$ cat config.mk
export PLATFORM = sky130hd
export DESIGN_NAME = mem_access_stage_flat
export DESIGN_NICKNAME = d
export VERILOG_FILES = /design/src/rtl/mem_align_defs_pkg.sv /design/src/rtl/mem_access_stage_if.sv /design/src/rtl/mem_access_stage_load_extract.sv /design/src/rtl/mem_access_stage.sv /design/src/flat_wrapper.sv
export SDC_FILE = /design/constraint.sdc
export NUM_CORES = 1
export LEC_CHECK = 0
export CAP_MARGIN = 30
export CORE_ASPECT_RATIO = 0.9
export CORE_MARGIN = 2
export CORE_UTILIZATION = 38
export CTS_CLUSTER_SIZE = 12
export DETAILED_ROUTE_END_ITERATION = 8
export GPL_TIMING_DRIVEN = 0
export PLACE_DENSITY_LB_ADDON = 0.2
export REMOVE_ABC_BUFFERS = 1
export SLEW_MARGIN = 10
export SYNTH_ARGS = -nofsm -noshare
export SYNTH_HDL_FRONTEND = slang
export SYNTH_SLANG_ARGS = --single-unit
$ cat constraint.sdc
create_clock -name clk -period 5.55 [get_ports clk]
set_input_delay 1.665 -clock clk [delete_from_list [all_inputs] [get_ports clk]]
set_output_delay 1.665 -clock clk [all_outputs]
set_load 0.005 [all_outputs]
$ cat src/rtl/mem_align_defs_pkg.sv
// Shared MemAlign encodings and BRAM byte-enable constants for the memory stage.
package mem_align_defs;

    localparam logic [1:0] ALIGN_BYTE = 2'b00;
    localparam logic [1:0] ALIGN_HALF = 2'b01;
    localparam logic [1:0] ALIGN_WORD = 2'b10;
    localparam logic [1:0] ALIGN_ILL  = 2'b11;

    localparam logic [3:0] WE_NONE    = 4'b0000;
    localparam logic [3:0] WE_LO_HALF = 4'b0011;
    localparam logic [3:0] WE_HI_HALF = 4'b1100;
    localparam logic [3:0] WE_WORD    = 4'b1111;

    function automatic logic [3:0] byte_lane_we(input logic [1:0] off);
        return 4'b0001 << off;
    endfunction

endpackage

$ cat src/rtl/mem_access_stage_if.sv
// Data BRAM port bundle: the stage is master, the memory model/BRAM is slave.
interface mem_access_stage_if #(
    parameter int ADDR_W = 14
);
    logic              mem_en;
    logic [ADDR_W-1:0] mem_addr;
    logic [3:0]        mem_we;
    logic [31:0]       mem_wdata;
    logic [31:0]       mem_rdata;

    modport master (
        output mem_en, mem_addr, mem_we, mem_wdata,
        input  mem_rdata
    );

    modport slave (
        input  mem_en, mem_addr, mem_we, mem_wdata,
        output mem_rdata
    );
endinterface

$ cat src/rtl/mem_access_stage_load_extract.sv
// Combinational load alignment: picks the byte/half lane and sign- or zero-extends.
module load_extract
    import mem_align_defs::*;
(
    input  logic [31:0] rdata,
    input  logic [1:0]  off,
    input  logic [1:0]  align,
    input  logic        is_unsigned,
    output logic [31:0] load_data
);
    logic [7:0]  byte_sel;
    logic [15:0] half_sel;

    always_comb begin
        byte_sel  = rdata[{off, 3'b000} +: 8];
        half_sel  = off[1] ? rdata[31:16] : rdata[15:0];
        load_data = rdata;
        case (align)
            ALIGN_BYTE: load_data = {{24{!is_unsigned & byte_sel[7]}}, byte_sel};
            ALIGN_HALF: load_data = {{16{!is_unsigned & half_sel[15]}}, half_sel};
            default:    load_data = rdata;
        endcase
    end
endmodule

$ cat src/rtl/mem_access_stage.sv
// Memory access stage: drives the data BRAM, aligns returned load data, holds it across stalls.
// Optional misalignment counter port err_count is enabled by defining MEM_ERR_CNT_EN.
module mem_access_stage
    import mem_align_defs::*;
#(
    parameter int ADDR_W    = 14,
    parameter int ERR_CNT_W = 16
) (
    input  logic                  clk,
    input  logic                  rst_n,
    input  logic                  valid_in,
    input  logic                  stall,
    input  logic                  is_load,
    input  logic                  is_store,
    input  logic [1:0]            mem_align,
    input  logic                  load_unsigned,
    input  logic [31:0]           addr,
    input  logic [31:0]           store_data,
    mem_access_stage_if.master    bram,
    output logic [31:0]           load_data,
    output logic                  load_valid,
`ifdef MEM_ERR_CNT_EN
    output logic [ERR_CNT_W-1:0]  err_count,
`endif
    output logic                  misaligned
);
    logic        accept, mis;
    logic        r_valid_q, r_valid_d;
    logic [1:0]  r_off_q, r_off_d;
    logic [1:0]  r_align_q, r_align_d;
    logic        r_unsigned_q, r_unsigned_d;
    logic        r_mis_q, r_mis_d;
    logic        hold_valid_q, hold_valid_d;
    logic [31:0] hold_data_q, hold_data_d;
    logic [31:0] eff_rdata, extracted;

    always_comb begin
        accept = valid_in & !stall & (is_load | is_store);
        case (mem_align)
            ALIGN_HALF: mis = addr[0];
            ALIGN_WORD: mis = (addr[1:0] != 2'b00);
            ALIGN_ILL:  mis = 1'b1;
            default:    mis = 1'b0;
        endcase
    end

    always_comb begin
        bram.mem_en    = accept & !mis;
        bram.mem_addr  = addr[ADDR_W+1:2];
        bram.mem_we    = WE_NONE;
        bram.mem_wdata = store_data;
        case (mem_align)
            ALIGN_BYTE: begin
                bram.mem_we    = byte_lane_we(addr[1:0]);
                bram.mem_wdata = {4{store_data[7:0]}};
            end
            ALIGN_HALF: begin
                bram.mem_we    = addr[1] ? WE_HI_HALF : WE_LO_HALF;
                bram.mem_wdata = {2{store_data[15:0]}};
            end
            ALIGN_WORD: bram.mem_we = WE_WORD;
            default:    bram.mem_we = WE_NONE;
        endcase
        if (!(accept & is_store & !mis))
            bram.mem_we = WE_NONE;
    end

    // Stage registers freeze while stalled; the hold buffer grabs the one-cycle BRAM data.
    always_comb begin
        r_valid_d    = r_valid_q;
        r_off_d      = r_off_q;
        r_align_d    = r_align_q;
        r_unsigned_d = r_unsigned_q;
        r_mis_d      = r_mis_q;
        hold_valid_d = 1'b0;
        hold_data_d  = hold_data_q;
        if (!stall) begin
            r_valid_d    = valid_in & is_load;
            r_off_d      = addr[1:0];
            r_align_d    = mem_align;
            r_unsigned_d = load_unsigned;
            r_mis_d      = accept & mis;
        end else begin
            hold_valid_d = hold_valid_q | r_valid_q;
            if (r_valid_q && !hold_valid_q)
                hold_data_d = bram.mem_rdata;
        end
    end

    always_ff @(posedge clk or negedge rst_n) begin
        if (!rst_n) begin
            r_valid_q    <= 1'b0;
            r_off_q      <= 2'b00;
            r_align_q    <= 2'b00;
            r_unsigned_q <= 1'b0;
            r_mis_q      <= 1'b0;
            hold_valid_q <= 1'b0;
            hold_data_q  <= 32'h0;
        end else begin
            r_valid_q    <= r_valid_d;
            r_off_q      <= r_off_d;
            r_align_q    <= r_align_d;
            r_unsigned_q <= r_unsigned_d;
            r_mis_q      <= r_mis_d;
            hold_valid_q <= hold_valid_d;
            hold_data_q  <= hold_data_d;
        end
    end

    assign eff_rdata = hold_valid_q ? hold_data_q : bram.mem_rdata;

    load_extract u_load_extract (
        .rdata       (eff_rdata),
        .off         (r_off_q),
        .align       (r_align_q),
        .is_unsigned (r_unsigned_q),
        .load_data   (extracted)
    );

    assign load_valid = r_valid_q;
    assign load_data  = (r_valid_q && !r_mis_q) ? extracted : 32'h0;
    assign misaligned = r_mis_q;

`ifdef MEM_ERR_CNT_EN
    logic [ERR_CNT_W-1:0] err_cnt_q, err_cnt_d;

    always_comb begin
        err_cnt_d = err_cnt_q;
        if (accept && mis && (err_cnt_q != {ERR_CNT_W{1'b1}}))
            err_cnt_d = err_cnt_q + 1'b1;
    end

    always_ff @(posedge clk or negedge rst_n) begin
        if (!rst_n) err_cnt_q <= '0;
        else        err_cnt_q <= err_cnt_d;
    end

    assign err_count = err_cnt_q;
`endif
endmodule

$ cat src/flat_wrapper.sv
// flat-port wrapper written by rule: the top's interface ports become plain ports
module mem_access_stage_flat import mem_align_defs::*;
#(
    parameter int ADDR_W    = 14,
    parameter int ERR_CNT_W = 16
)
  (clk, rst_n, valid_in, stall, is_load, is_store, mem_align, load_unsigned, addr, store_data, load_data, load_valid, misaligned, bram_mem_en, bram_mem_addr, bram_mem_we, bram_mem_wdata, bram_mem_rdata);
  mem_access_stage_if #(.ADDR_W(ADDR_W)) bram_i ();
  input  logic clk;
  input  logic rst_n;
  input  logic valid_in;
  input  logic stall;
  input  logic is_load;
  input  logic is_store;
  input  logic [1:0] mem_align;
  input  logic load_unsigned;
  input  logic [31:0] addr;
  input  logic [31:0] store_data;
  output logic [31:0] load_data;
  output logic load_valid;
  output logic misaligned;
  output wire logic [$bits(bram_i.mem_en)-1:0] bram_mem_en;
  output wire logic [$bits(bram_i.mem_addr)-1:0] bram_mem_addr;
  output wire logic [$bits(bram_i.mem_we)-1:0] bram_mem_we;
  output wire logic [$bits(bram_i.mem_wdata)-1:0] bram_mem_wdata;
  input wire logic [$bits(bram_i.mem_rdata)-1:0] bram_mem_rdata;
  assign bram_mem_en = bram_i.mem_en;
  assign bram_mem_addr = bram_i.mem_addr;
  assign bram_mem_we = bram_i.mem_we;
  assign bram_mem_wdata = bram_i.mem_wdata;
  assign bram_i.mem_rdata = bram_mem_rdata;
  mem_access_stage #(.ADDR_W(ADDR_W), .ERR_CNT_W(ERR_CNT_W)) u_core (.clk(clk), .rst_n(rst_n), .valid_in(valid_in), .stall(stall), .is_load(is_load), .is_store(is_store), .mem_align(mem_align), .load_unsigned(load_unsigned), .addr(addr), .store_data(store_data), .bram(bram_i), .load_data(load_data), .load_valid(load_valid), .misaligned(misaligned));
endmodule
# After elaboration in Yosys (flattened, before gate mapping)

Index checks and enable logic that the tools add are counted.

Bitwise logic cells: 11
Multiplexer cells: 10
Eq/ne operators: 4
Reduce and logical (&&, ||, !) cells: 11
Shift-type cells: 2

Operator list:

| cell                | number |
|---|---|
| $pmux 32 s2         | 2 |
| $mux 32             | 2 |
| $shiftx 32x6->8     | 1 |
| $mux 16             | 1 |
| $pmux 4 s3          | 1 |
| $and 1x1->1         | 9 |
| $mux 4              | 2 |
| $logic_not 1->1     | 5 |
| $eq 2x1->1 const B  | 2 |
| $eq 2x2->1 const B  | 2 |
| $logic_not 2->1     | 2 |
| $shl 1x2->4 const A | 1 |
| $pmux 1 s3          | 1 |
| $logic_and 1x1->1   | 2 |
| $or 1x1->1          | 2 |
| $reduce_and 2->1    | 1 |
| $reduce_bool 2->1   | 1 |
| $mux 1              | 1 |

Output and inout port bits: 85
Input port bits: 105
Register bits: 40
Logic and storage cells: 45

# Depth between registers and ports, before layout

Gate-level depths: netlist of the first run.

Depth in word-level cells: 6
Depth in mapped cells: 7

# Cells and area by module

A second synthesis of the first run with hierarchy kept.

Cell total of the unflattened synthesis: 372
Area total of the unflattened synthesis: 3554.7 um^2

Modules (own cells, without submodules):

| module           | instances | cells an instance | area an instance (um^2) | seq. area each (um^2) |
|---|---|---|---|---|
| mem_access_stage | 1         | 250               | 2860.2                  | 1001.0 |
| load_extract     | 1         | 122               | 694.4                   | 0.0 |

# Worst setup path before layout of the first run

Ideal clock, no wire load.

Path type: input -> output
Start point: input port bram_mem_rdata[31]
End point: output port load_data[10]
Arrival time: 2680 ps
Slack: 1205 ps
Stages on the path: 3
Buffers on the path: 0
Data required time: 3885 ps
Path through: mux4_2 o211ai_1 a21oi_1

Longest elaborated chain between the ends: 5

RTL lines:

| item            | line                                | source |
|---|---|---|
| from (decl)     | flat_wrapper.sv:26                  | `input wire logic [$bits(bram_i.mem_rdata)-1:0] bram_mem_rdata;` |
| $mux 32         | mem_access_stage.sv:110             | `assign eff_rdata = hold_valid_q ? hold_data_q : bram.mem_rdata;` |
| $shiftx 32x6->8 | mem_access_stage_load_extract.sv:15 | `byte_sel = rdata[{off, 3'b000} +: 8];` |
| $and 1x1->1     | mem_access_stage_load_extract.sv:19 | `ALIGN_BYTE: load_data = {{24{!is_unsigned & byte_sel[7]}}, byte_sel};` |
| $pmux 32 s2     | mem_access_stage_load_extract.sv:18 | `case (align)` |
| $mux 32         | mem_access_stage.sv:121             | `assign load_data = (r_valid_q && !r_mis_q) ? extracted : 32'h0;` |
| to (decl)       | flat_wrapper.sv:19                  | `output logic [31:0] load_data;` |

Every way passes these cells.

# Final worst setup path of the first run

Start point: input port bram_mem_rdata[31]
End point: output port load_data[17]

Longest elaborated chain between the ends: 5

RTL lines:

| item                                              | line |
|---|---|
| $mux 32 (*)                                       | mem_access_stage.sv:110 |
| $shiftx 32x6->8 / $mux 16 (equally long branches) | mem_access_stage_load_extract.sv:15, mem_access_stage_load_extract.sv:16 |
| $and 1x1->1, on equally long branches             | mem_access_stage_load_extract.sv:19, mem_access_stage_load_extract.sv:20 |
| $pmux 32 s2 (*)                                   | mem_access_stage_load_extract.sv:18 |
| $mux 32 (*)                                       | mem_access_stage.sv:121 |

Every way passes the cells marked *; elsewhere a longest branch is shown, timed or not.

==> metrics.md, run 1 <==
| Metric | Value |
|---|---|
| Status | completed |
| Crit path arrival time | 3.88 ns |
| Layout cell share with drive strength beyond 1 | 22.30% |
| Core Footprint | 0.008648 mm² |
| Root buf cell | clkbuf_8 |
| Num ports | 190 |
| Buffers added on ports | between 100 and 150 |
| HP Class | reg -> reg |
| Reg clk slew, reported paths | about 0.08 ns |
| Area Overhead vs Synth | 45.26% |
| Top cells by area, synth | dfrtp_1 29%, mux2_2 19%, mux2i_1 11%, mux4_2 9.3%, buf_4 5.3% |
| Leak | between 1.5 and 2 nW |
| Maximum clock rate | 180.5 MHz |
| All-Layer GR Usage | 20.27% |
| Launching point of the worst reg2reg path | u_core.hold_valid_q |
| Num rows | 32 |
| Crit share post-route | 99.82% |
| Drt total wl | 10170 µm |
| R2R setup slack | 3.30 ns |
| Dominant synthesized flop cell | dfrtp_1 |
| Number of remaining DRC errors | 0 |
| Share of synthesized registers carrying an async set or reset | between 90% and 100% |
| Final hold viol count | 0 |
| Routability cong. | 0.7582 |
| Syn avg cell area | 10.16 µm² |
| Layout Utilization | 57.16% |
| Fin worst setup slack | 0.009979 ns |
| WL per Instance | 18.07 µm |
| Drt pass-1 iters | 6 |
| Capture point of the worst path | load_data[17] |
| Crit path capture type | primary output |
| Worst-Margin Slew | 0.9118 ns |
| First-pass GRT wire length | approximately 16000 µm |
| Power per cell area | 211.0 mW/mm² |
| Die width | 103.8 µm |
| WHS | between 0.5 and 0.6 ns |
| Post-Syn Area | 0.003403 mm² |
| IR drop worst, VDD | 0.09608 mV |
| CTS Buf Count | 5 |
| DP HPWL | 7368 µm |
| Dominant cell type by area after synthesis | dfrtp_1 |
| Multi-input logic area | around 0.0021 mm² |
| WP data required | 3.88 ns |
| Flop and latch count out of synthesis | 40 |
| Antenna Cells | 0 |
| Routed Antenna Nets | 0 |
| Clock Skews | 0.008655 ns |
| Max cap viols | 0 |
| CTS Hold Buffers Added | 0 |
| RSZ-0062 raised after global routing | yes |
| Pwr Total | 0.001043 W |
| Mapped Cells | 335 |
| Number of synthesized flops with an enable pin | 0 |
| Nets | between 500 and 600 |
| Largest net degree at the start of global routing | 51 |
| H-Tree Depth | 2 |
| Synth warn | 0 |
| Hold Path Stages | 1 |
| Vias in the first global route | between 3000 and 4000 |
| Setup TNS | 0 ns |
| Setup crit start kind | input port |
| Area of the die | between 0.009 and 0.01 mm² |
| Library cells used by synthesis | 35 |
| Num Clock Sinks | 40 |
| Reg2reg path depth | 4 |
| Die Height | 93.78 µm |
| Crit path max fanout | 16 |
| 1st-iter DRT viols | 92 |
| Endpoints failing setup | 0 |
| Fin crit period | 5.540 ns |
| Max-slew headroom | ~40% |
| Total number of vias | 3106 |
| Number of fill cells | 796 |
| Register area | 0.001005 mm² |
| Clk_lat worst skew | 0.29 ns |
| Critical path class | in -> out |
| Reg-to-reg endpoint | u_core.hold_data_q[31] |
| Initial antenna violation count | 0 |
| Sequential share of the synthesized area | 29.41% |
| CTS tree | done |
| Overflow after GRT | 0 |
| Pre-CTS WS | -0.2866 ns |
| DR vias/cell | 5.517 |
| Initial core utilization | roughly 39% |
| Synth top area share | 29.41% |
| Critical Path Start | bram_mem_rdata[31] |
| Max Root-Sink Buffers | 2 |
| Final Slew Violations | 0 |
==> metal layers <==
metal | track usage [%] | up-vias | routed length [µm]
met3 | 6.519 | 14 | 906
met4 | 4.842 | 2 | 96
met1 | 24.35 | 1517 | 4169
met5 | 4.396 | - | 48
met2 | 35.21 | 135 | 4952
li1 | - | 1438 | -
==> final cells by class <==
type | instances | share of cell area, %
Clock buffer | 7 | 1.544
Clock inverter | 1 | 0.1772
Inverter | 3 | 0.2278
Multi-Input combinational cell | 240 | 42.22
Sequential cell | 40 | 20.32
Tap cell | 119 | 3.012
Timing Repair Buffer | 153 | 32.50
==> worst min path at each step <==
stage	end	startpoint	slack (ns)
after floorplan	u_core.hold_data_q[20]	u_core.hold_data_q[20]	0.47
final	u_core.hold_data_q[21]	u_core.hold_data_q[21]	0.50
after CTS	u_core.hold_data_q[21]	u_core.hold_data_q[21]	0.51
after detailed placement	u_core.hold_data_q[21]	u_core.hold_data_q[21]	0.49
after global routing	u_core.hold_data_q[4]	u_core.hold_data_q[4]	0.53
after global placement	u_core.hold_data_q[4]	u_core.hold_data_q[4]	0.48
==> power breakdown <==
group / internal (W) / switching [W] / leakage (nW)
sequential: 0.000366 / 0.0000706 / 0.476
clock: 0.0000899 / 0.000106 / 0.0424
combinational: 0.000259 / 0.000152 / 1.42
total: 0.000715 / 0.000328 / 1.94
==> flip-flops by register name (all words and copies together) (netlist names) <==
signal / flops
u_core.hold_valid_q: 1
u_core.r_unsigned_q: 1
u_core.load_valid: 1
u_core.r_off_q: 2
u_core.hold_data_q: 32
u_core.misaligned: 1
u_core.r_align_q: 2
==> critical path, stage by stage <==
cell and delay, ns:
clkdlybuf4s50_1 0.51, mux4_2 0.31, mux2i_1 0.08, or4_4 0.59
o21ai_1 0.16, clkdlybuf4s50_1 0.55
==> synth_stat cells, drive strengths merged, types with 2 or more instances <==
master and number:
a211oi 6, a21oi 21, a221o 2, buf 37, clkbuf 15, dfrtp 40
inv 3, mux2 57, mux2i 39, mux4 14, nand2 29, nand3 2
nand3b 3, nor2 7, nor2b 7, nor3 2, nor4 2, o21ai 30
o22ai 7
==> timing repair <==
item,in CTS,in global routing
setup buffers,2,0
pin swaps,1,0
hold endpoints to repair,0,0
resized for setup,2,7
setup endpoints to repair,16,16
==> kinds of logic after synthesis <==
family	Yosys count	synth area share, %
and+or+nand+nor	56	7.794
DFF	40	29.41
muxes	110	39.60
buffers and inverters	55	9.485
xor gates and xnor gates	1	0.2574
AOI/OAI and AO/OA	73	13.46
==> cells in the final DEF (no fill, tap or decap), drive strengths merged, types with 2 or more instances in the layout <==
master,synthesis,final
dlymetal6s2s,0,5
dfrtp,40,40
mux4,14,14
o21ai,30,30
nand3,2,2
mux2i,39,39
mux2,57,57
clkdlybuf4s50,0,139
nor3,2,2
nor2b,7,7
o22ai,7,7
a21oi,21,21
a221o,2,2
clkbuf,15,7
nand2,29,29
nor4,2,2
inv,3,3
nor2,7,7
nand3b,3,3
buf,37,9
a211oi,6,6
==> through the flow <==
step | cells | instance area (µm²)
global route | 563 | 4943
floorplan | 283 | 3092
finish | 563 | 4943
detailed placement | 551 | 4768
global placement | 547 | 4692
CTS | 561 | 4876
Power figures use the tool's default switching activity.
==> inputs of run 2 (changes only) <==
--- a/config.mk
+++ b/config.mk
@@ -5,7 +5,6 @@
 export SDC_FILE = /design/constraint.sdc
 export NUM_CORES = 1
 export LEC_CHECK = 0
-export CAP_MARGIN = 30
 export CORE_ASPECT_RATIO = 0.9
 export CORE_MARGIN = 2
 export CORE_UTILIZATION = 38
@@ -14,7 +13,7 @@
 export GPL_TIMING_DRIVEN = 0
 export PLACE_DENSITY_LB_ADDON = 0.2
 export REMOVE_ABC_BUFFERS = 1
-export SLEW_MARGIN = 10
+export SLEW_MARGIN = 20
 export SYNTH_ARGS = -nofsm -noshare
 export SYNTH_HDL_FRONTEND = slang
 export SYNTH_SLANG_ARGS = --single-unit
==> run 2 against run 1 <==
Effect of this change:
- the flow now finishes with violations (setup timing)
- core utilization shrank 0.55 points
- via count fell by 1.9%
- power decreased by 0.86%
- critical path depth unchanged
- largest cell class unchanged
==> metrics.md, run 2 (synthesized netlist as in run 1, its figures left out) <==
| Metric | Value |
|---|---|
| Leak | 1.956 nW (+0.65%) |
| Maximum clock rate | 179.7 MHz (-0.45%) |
| RSZ-0062 raised after global routing | yes |
| Critical Path Max Stage Delay | 0.60 ns (about the same) |
| Crit path max fanout | 16 (unchanged) |
| Most frequent cell on the critical path | clkdlybuf4s50_1 |
| Endpoints failing setup | 1 (+1) |
| CTS Hold Buffers Added | 0 (unchanged) |
| IR drop worst, VDD | 0.09112 mV (-5.2%) |
| Routability cong. | 0.7582 (unchanged) |
| Clock Skews | 0.01187 ns (+0.003210 ns) |
| Final Slew Violations | 0 (unchanged) |
| Antenna Cells | 0 (unchanged) |
| Largest net degree at the start of global routing | 40 (-22%) |
| WL per Instance | 18.08 µm (about the same) |
| First-pass GRT wire length | 15870 µm (about the same) |
| Num rows | 32 (unchanged) |
| Num Clock Sinks | 40 (unchanged) |
| Power per cell area | 211.2 mW/mm² (+0.10%) |
| CTS Buf Count | 5 (unchanged) |
| Drt total wl | 10160 µm (-0.14%) |
| Initial core utilization | 39.35% (unchanged) |
| Max cap viols | 0 (unchanged) |
| Top flop regs | u_core.hold_data_q (32), u_core.r_align_q (2), u_core.r_off_q (2) |
| Layout cell share with drive strength beyond 1 | 22.35% (+0.050 points) |
| DP HPWL | 7483 µm (+1.6%) |
| Root buf cell | clkbuf_8 |
| Die Height | 93.78 µm (unchanged) |
| Area of the die | 0.009730 mm² (unchanged) |
| Drt pass-1 iters | 4 (-2) |
| Crit share post-route | 100.3% (+0.45 points) |
| Reg with most FFs | u_core.hold_data_q |
| Fin crit period | 5.565 ns (+0.02491 ns) |
| Area Overhead vs Synth | 43.86% |
| Number of remaining DRC errors | 0 (unchanged) |
| CTS tree | done |
| HP Class | reg -> reg |
| Pwr Total | 0.001034 W (-0.86%) |
| Clk_lat worst skew | 0.30 ns (about the same) |
| Max reg flops | 32 (unchanged) |
| Final std cells w/o fill | 562 (-0.18%) |
| CP max stage cell | or4_4 |
| Crit-path cells | clkdlybuf4s50_1 -> mux4_2 -> mux2i_1 -> or4_4 -> o21ai_1 -> clkdlybuf4s50_1 |
| Initial antenna violation count | 0 (unchanged) |
| Routed Antenna Nets | 0 (unchanged) |
| Crit path capture type | primary output |
| 1st-iter DRT viols | 100 (+8.7%) |
| Setup crit start kind | input port |
| Overflow after GRT | 0 (unchanged) |
| Buffers added on ports | 145 (unchanged) |
| Crit path arrival time | 3.90 ns (+0.02 ns) |
| WP data required | 3.88 ns (about the same) |
| Reg2reg path depth | 5 (+1) |
| All-Layer GR Usage | 20.41% (+0.14 points) |
| Final hold viol count | 0 (unchanged) |
| Leading cell type in the layout, fill and taps excluded | clkdlybuf4s50_1 |
| DR vias/cell | 5.420 (-1.8%) |
| Critical path class | in -> out |
| Reg clk slew, reported paths | 0.08 ns (about the same) |
| Failing checks | setup timing |
| Max Root-Sink Buffers | 2 (unchanged) |
| Fin worst setup slack | -0.01493 ns (-0.02491 ns) |
| Die width | 103.8 µm (unchanged) |
| Max-slew headroom | 31.36% (-7.7 points) |
| Status | complete, but fails checks |
| Worst-Margin Slew | 1.030 ns (+0.1178 ns) |
| Nets | 547 (-0.18%) |
| DP Cell Count | 552 (+0.18%) |
| Commonest cells after routing, fill and taps aside | 136 x clkdlybuf4s50_1, 57 x mux2_2, 39 x mux2i_1, 39 x dfrtp_1, 29 x nand2_1 |
| Pre-CTS WS | -0.5372 ns (-0.2506 ns) |
| Hold Path Stages | 1 (unchanged) |
| Vias in the first global route | 3142 (+0.29%) |
| H-Tree Depth | 2 (unchanged) |
| Total number of vias | 3046 (-1.9%) |
| Num ports | 190 (unchanged) |
| Core Footprint | 0.008648 mm² (unchanged) |
| Layout Utilization | 56.61% (-0.55 points) |
| Number of fill cells | 791 (-0.63%) |
run 2: changes by cell type in the layout (fill, tap and decap cells not counted):
cell             before  now
clkdlybuf4s50_1     139  136
o21ai_0              18   19
buf_2                 1    2
dlymetal6s2s_1        5    7
buf_16                3    1
buf_6                 0    2
buf_8                 2    1
o21ai_1               2    1
run 2: final timing paths:
kind / from / to / slack [ns]
max: bram_mem_rdata[31] / load_data[19] / -0.01
min: u_core.hold_data_q[21] / u_core.hold_data_q[21] / 0.51
max reg2reg: u_core.hold_valid_q / u_core.hold_data_q[25] / 3.47
min reg2reg: u_core.hold_data_q[21] / u_core.hold_data_q[21] / 0.51
max in group asynchronous: rst_n / u_core.hold_data_q[31] / 3.80
min in group asynchronous: rst_n / u_core.hold_data_q[26] / 1.27
run 2: final cells by class:
class | instances | area [µm²] | share of cell area, %
inverters | 3 | 11.26 | 0.2300
repair buffers | 152 | 1559 | 31.84
clock inverters | 1 | 8.758 | 0.1789
clock buffers | 7 | 76.32 | 1.559
flip-flops and latches | 40 | 1005 | 20.52
well taps | 119 | 148.9 | 3.041
multi-input cells | 240 | 2087 | 42.63
run 2: routing by layer:
| layer | GRT usage [%] | vias up | part of all wire [%] |
|---|---|---|---|
| li1 | - | 1429 | - |
| met1 | 24.43 | 1481 | 41 |
| met2 | 35.43 | 123 | 49 |
| met3 | 6.449 | 11 | 7.9 |
| met4 | 5.293 | 2 | 0.94 |
| met5 | 4.396 | - | 0.47 |
run 2: critical path: cells and delay by family:
family          cells  cell delay [ns]
compound gates      1             0.18
mux                 2             0.39
buf+inv             2             1.06
simple gates        1             0.60
run 2: through the flow:
stage               hold WS (ns)  setup TNS, ns  instance area (µm²)
finish                    0.5082       -0.01493                 4896
CTS                       0.5119              0                 4882
global route              0.5329       -0.04417                 4896
global placement          0.4828         -10.78                 4692
detailed placement        0.4914         -5.483                 4776
floorplan                 0.4739              0                 3092
run 2: power breakdown:
| group | switching (W) | internal (W) |
|---|---|---|
| registers | 0.0000711 | 0.000366 |
| logic | 0.000149 | 0.000253 |
| clock network | 0.000106 | 0.0000899 |
run 2: timing repair:
item                                    4_1_cts  5_1_grt
endpoints found under the setup margin       21       12
resized for setup                             3        8
endpoints found under the hold margin         0        0
pin swaps                                     1        0
buffers inserted                              2        0
==> inputs of run 3 (changes only) <==
--- a/config.mk
+++ b/config.mk
@@ -16,4 +16,5 @@
 export SLEW_MARGIN = 20
 export SYNTH_ARGS = -nofsm -noshare
 export SYNTH_HDL_FRONTEND = slang
+export SYNTH_HIERARCHICAL = 1
 export SYNTH_SLANG_ARGS = --single-unit
==> run 3 against run 2 <==
Effect of this change:
- the flow now finishes without violations
- hold slack improved by 0.0025 ns
- sequential power fell by 1%
- cell area rose by 3.2%
- flip-flop and latch count did not move
- routed wire length fell by 1.8%
- clock skew fell by 0.0021 ns
- count of clock-buffer cells in the layout fell by 2
- die area rose by 4.3%
- worst setup slack improved by 0.065 ns
- core utilization fell by 0.99 points
- area after synthesis rose by 4.4%
- via count rose by 0.49%
- critical path type unchanged
- critical endpoint is now load_data[14]
==> metrics.md, run 3 <==
| Metric | Value |
|---|---|
| Status | completed |
| Commonest cells after routing, fill and taps aside | 134 x clkdlybuf4s50_1, 68 x nand2_1, 49 x mux2_2 |
| Crit share post-route | 99.09% (-1.2 points) |
| Met3 usage | 7.854% (+1.4 points) |
| Design area | 0.005052 mm² (+3.2%) |
| Vias in the first global route | 3140 (-0.064%) |
| Num ports | 190 (unchanged) |
| Synth warn | 6 (+6) |
| Clk_lat worst skew | 0.29 ns (about the same) |
| DP HPWL | 7220 µm (-3.5%) |
| Multi-input logic area | 0.002250 mm² (+7.8%) |
| Synth top cells by count | 68 x nand2_1, 53 x mux2_2, 40 x dfrtp_1 |
| Met1 usage | 21.98% (-2.4 points) |
| Root buf cell | clkbuf_8 |
| Die Height | 95.76 µm (+2.1%) |
| HP Class | reg -> reg |
| Endpoints failing setup | 0 (-1) |
| Crit path max fanout | 6 (-10) |
| Reg clk slew, reported paths | 0.08 ns (about the same) |
| Final std cells w/o fill | 605 (+7.7%) |
| Buffers added on ports | 145 (unchanged) |
| Top flop regs | u_core/hold_data_q (32), u_core/r_align_q (2), u_core/r_off_q (2) |
| Max cap viols | 0 (unchanged) |
| DR vias/cell | 5.060 (-6.6%) |
| Setup crit start kind | input port |
| Top cells by area, synth | dfrtp_1 28%, mux2_2 17%, mux2_4 13%, nand2_1 7.2%, and2_1 5.6% |
| Final hold viol count | 0 (unchanged) |
| Fin crit period | 5.500 ns (-0.06527 ns) |
| Routability cong. | 0.7293 (-3.8%) |
| Antenna Cells | 0 (unchanged) |
| Area Overhead vs Synth | 42.13% |
| Drt total wl | 9978 µm (-1.8%) |
| Compound-cell area share of the yosys netlist | 10.56% (-2.9 points) |
| Dominant cell type by area after synthesis | dfrtp_1 |
| Worst-Margin Slew | 0.8401 ns (-0.1895 ns) |
| Routed Antenna Nets | 0 (unchanged) |
| Mux contribution to synthesized area | 32.70% (-6.9 points) |
| Critical path class | in -> out |
| Clock Skews | 0.009765 ns (-0.002100 ns) |
| Synth Area in Simple Gates | 18.69% (+11 points) |
| Routing usage on met2 | 34.95% (-0.48 points) |
| Library cells used by synthesis | 43 (+23%) |
| Core Footprint | 0.009084 mm² (+5.0%) |
| Most used routing layer in global routing | met2 |
| 1st-iter DRT viols | 123 (+23%) |
| Leak | 2.355 nW (+20%) |
| Maximum clock rate | 181.8 MHz (+1.2%) |
| Crit path arrival time | 3.83 ns (-0.07 ns) |
| Syn avg cell area | 9.556 µm² (-5.9%) |
| Reg with most FFs | u_core/hold_data_q |
| Pre-CTS WS | -0.3732 ns (+0.1640 ns) |
| Clock power share | 18.0% (-1.0 points) |
| Share of synthesized registers carrying an async set or reset | 100.0% (unchanged) |
| Post-Syn Area | 0.003555 mm² (+4.4%) |
| Drt pass-1 iters | 4 (unchanged) |
| Num Clock Sinks | 40 (unchanged) |
| Overflow after GRT | 0 (unchanged) |
| Register area | 0.001003 mm² (-0.12%) |
| Internal Power | 0.0007552 W (+6.6%) |
| Synth top area share | 28.16% (-1.3 points) |
| Leading cell type in the layout, fill and taps excluded | clkdlybuf4s50_1 |
| Fin worst setup slack | 0.05034 ns (+0.06527 ns) |
| Flop and latch count out of synthesis | 40 (unchanged) |
| Number of remaining DRC errors | 0 (unchanged) |
| Top-count cell post-synth | nand2_1 |
| Net Sw Frac | 30.28% (-1.2 points) |
| Xor/xnor share of the synthesized area | 0.2464% (-0.011 points) |
| Logic pwr share | 42.3% (+3.5 points) |
| Area of the die | 0.01015 mm² (+4.3%) |
| IR drop worst, VDD | 0.09723 mV (+6.7%) |
| DP Cell Count | 590 (+6.9%) |
| Total number of vias | 3061 (+0.49%) |
| WP data required | 3.88 ns (about the same) |
| Layout cell share with drive strength beyond 1 | 23.40% (+1.0 points) |
| Nets | 587 (+7.3%) |
| Die width | 106.0 µm (+2.1%) |
| Max-slew headroom | 43.99% (+13 points) |
| Dominant synthesized flop cell | dfrtp_1 |
| Final Slew Violations | 0 (unchanged) |
| First-pass GRT wire length | 15510 µm (-2.3%) |
| All-Layer GR Usage | 19.35% (-1.1 points) |
| CTS tree | done |
| Sequential share of power | 39.7% (-2.5 points) |
| Number of synthesized flops with an enable pin | 0 (unchanged) |
| Crit path capture type | primary output |
| WL per Instance | 16.49 µm (-8.8%) |
| Largest net degree at the start of global routing | 40 (unchanged) |
| Layout Utilization | 55.62% (-0.99 points) |
| Num rows | 33 (+3.1%) |
| Power per cell area | 214.4 mW/mm² (+1.5%) |
| Sequential share of the synthesized area | 28.16% (-1.3 points) |
| Number of fill cells | 847 (+7.1%) |
| Initial core utilization | 39.13% (-0.22 points) |
| Initial antenna violation count | 0 (unchanged) |
| Psw | 0.0003280 W (+0.66%) |
| Main combinational cell family by area after synthesis | multiplexers |
| CTS Buf Count | 5 (unchanged) |
| H-Tree Depth | 2 (unchanged) |
| Max Root-Sink Buffers | 2 (unchanged) |
| Max reg flops | 32 (unchanged) |
| Mapped Cells | 372 (+11%) |
| Placed Area | 0.004856 mm² (+1.7%) |
| Post-Synth Adder-Cell Area | 0% (unchanged) |
-- run 3: changes by cell type in the layout (fill, tap and decap cells not counted), moves of 6 or more --
cell	delta
mux4_2	-14
and2_1	+32
a21oi_1	-16
mux2_4	+35
a221o_1	+6
mux2i_1	-31
mux2_2	-8
a211oi_1	-6
o21ai_2	-10
nand2_1	+39
o22ai_1	-6
-- run 3: cell type report --
type,count,share of cell area [%]
Sequential cell,40,19.86
Multi-Input combinational cell,278,44.53
Timing Repair Buffer,153,30.56
Tap cell,122,3.021
Clock inverter,3,0.3715
Inverter,4,0.2972
Clock buffer,5,1.362
-- run 3: kinds of logic after synthesis --
kind of cell	Yosys count
flip-flops	40
buffers and inverters	54
AO/OA/AOI/OAI	53
XOR/XNOR	1
AND/OR/NAND/NOR	130
multiplexers	94
-- run 3: per-layer routing --
| layer | vias up | wire, µm | share of wire, % |
|---|---|---|---|
| met4 | 0 | 68 | 0.68 |
| met1 | 1448 | 4062 | 41 |
| li1 | 1489 | - | - |
| met3 | 4 | 848 | 8.5 |
| met2 | 120 | 5000 | 50 |
| met5 | - | 0 | 0 |
-- run 3: worst paths after layout --
kind / start / end / slack, ns / cells after the start
max: bram_mem_rdata[23] / load_data[14] / 0.05 / 9
min: u_core/hold_data_q[8] / u_core/hold_data_q[8] / 0.51 / 1
max reg2reg: u_core/hold_valid_q / u_core/hold_data_q[3] / 3.39 / 2
min reg2reg: u_core/hold_data_q[8] / u_core/hold_data_q[8] / 0.51 / 1
max in group asynchronous: rst_n / u_core/r_align_q[1] / 3.72 / 2
min in group asynchronous: rst_n / u_core/hold_data_q[2] / 1.34 / 1
-- run 3: worst max-delay path: stages --
cell	delay [ns]
clkdlybuf4s50_1	0.43
mux2_4	0.30
mux2i_2	0.19
mux2_4	0.20
nor4_4	0.03
buf_4	0.19
a221o_1	0.26
and2_1	0.13
clkdlybuf4s50_1	0.44
-- run 3: power by group through the flow --
stage	combinational, W	sequential (W)	clock, W
final	0.000458	0.000431	0.000195
after global routing	0.000499	0.000441	0.000216
after CTS	0.000452	0.000428	0.000204
after detailed placement	0.000446	0.000432	0
after global placement	0.000439	0.000428	0
after floorplan	0.000269	0.000412	0
-- run 3: what timing repair did --
action	in CTS	in global routing
gates resized for setup	3	16
setup buffers	2	6
setup endpoints to repair	19	32
pin swaps	1	2
hold buffers	0	0
-- run 3: metrics by stage --
step                setup TNS, ns  total power (W)  hold WS, ns
floorplan                       0        0.0006809       0.4738
global placement           -3.337        0.0008668       0.4829
detailed placement         -4.240        0.0008778       0.4873
CTS                             0         0.001084       0.5106
global route             -0.06075         0.001156       0.5231
finish                          0         0.001083       0.5107
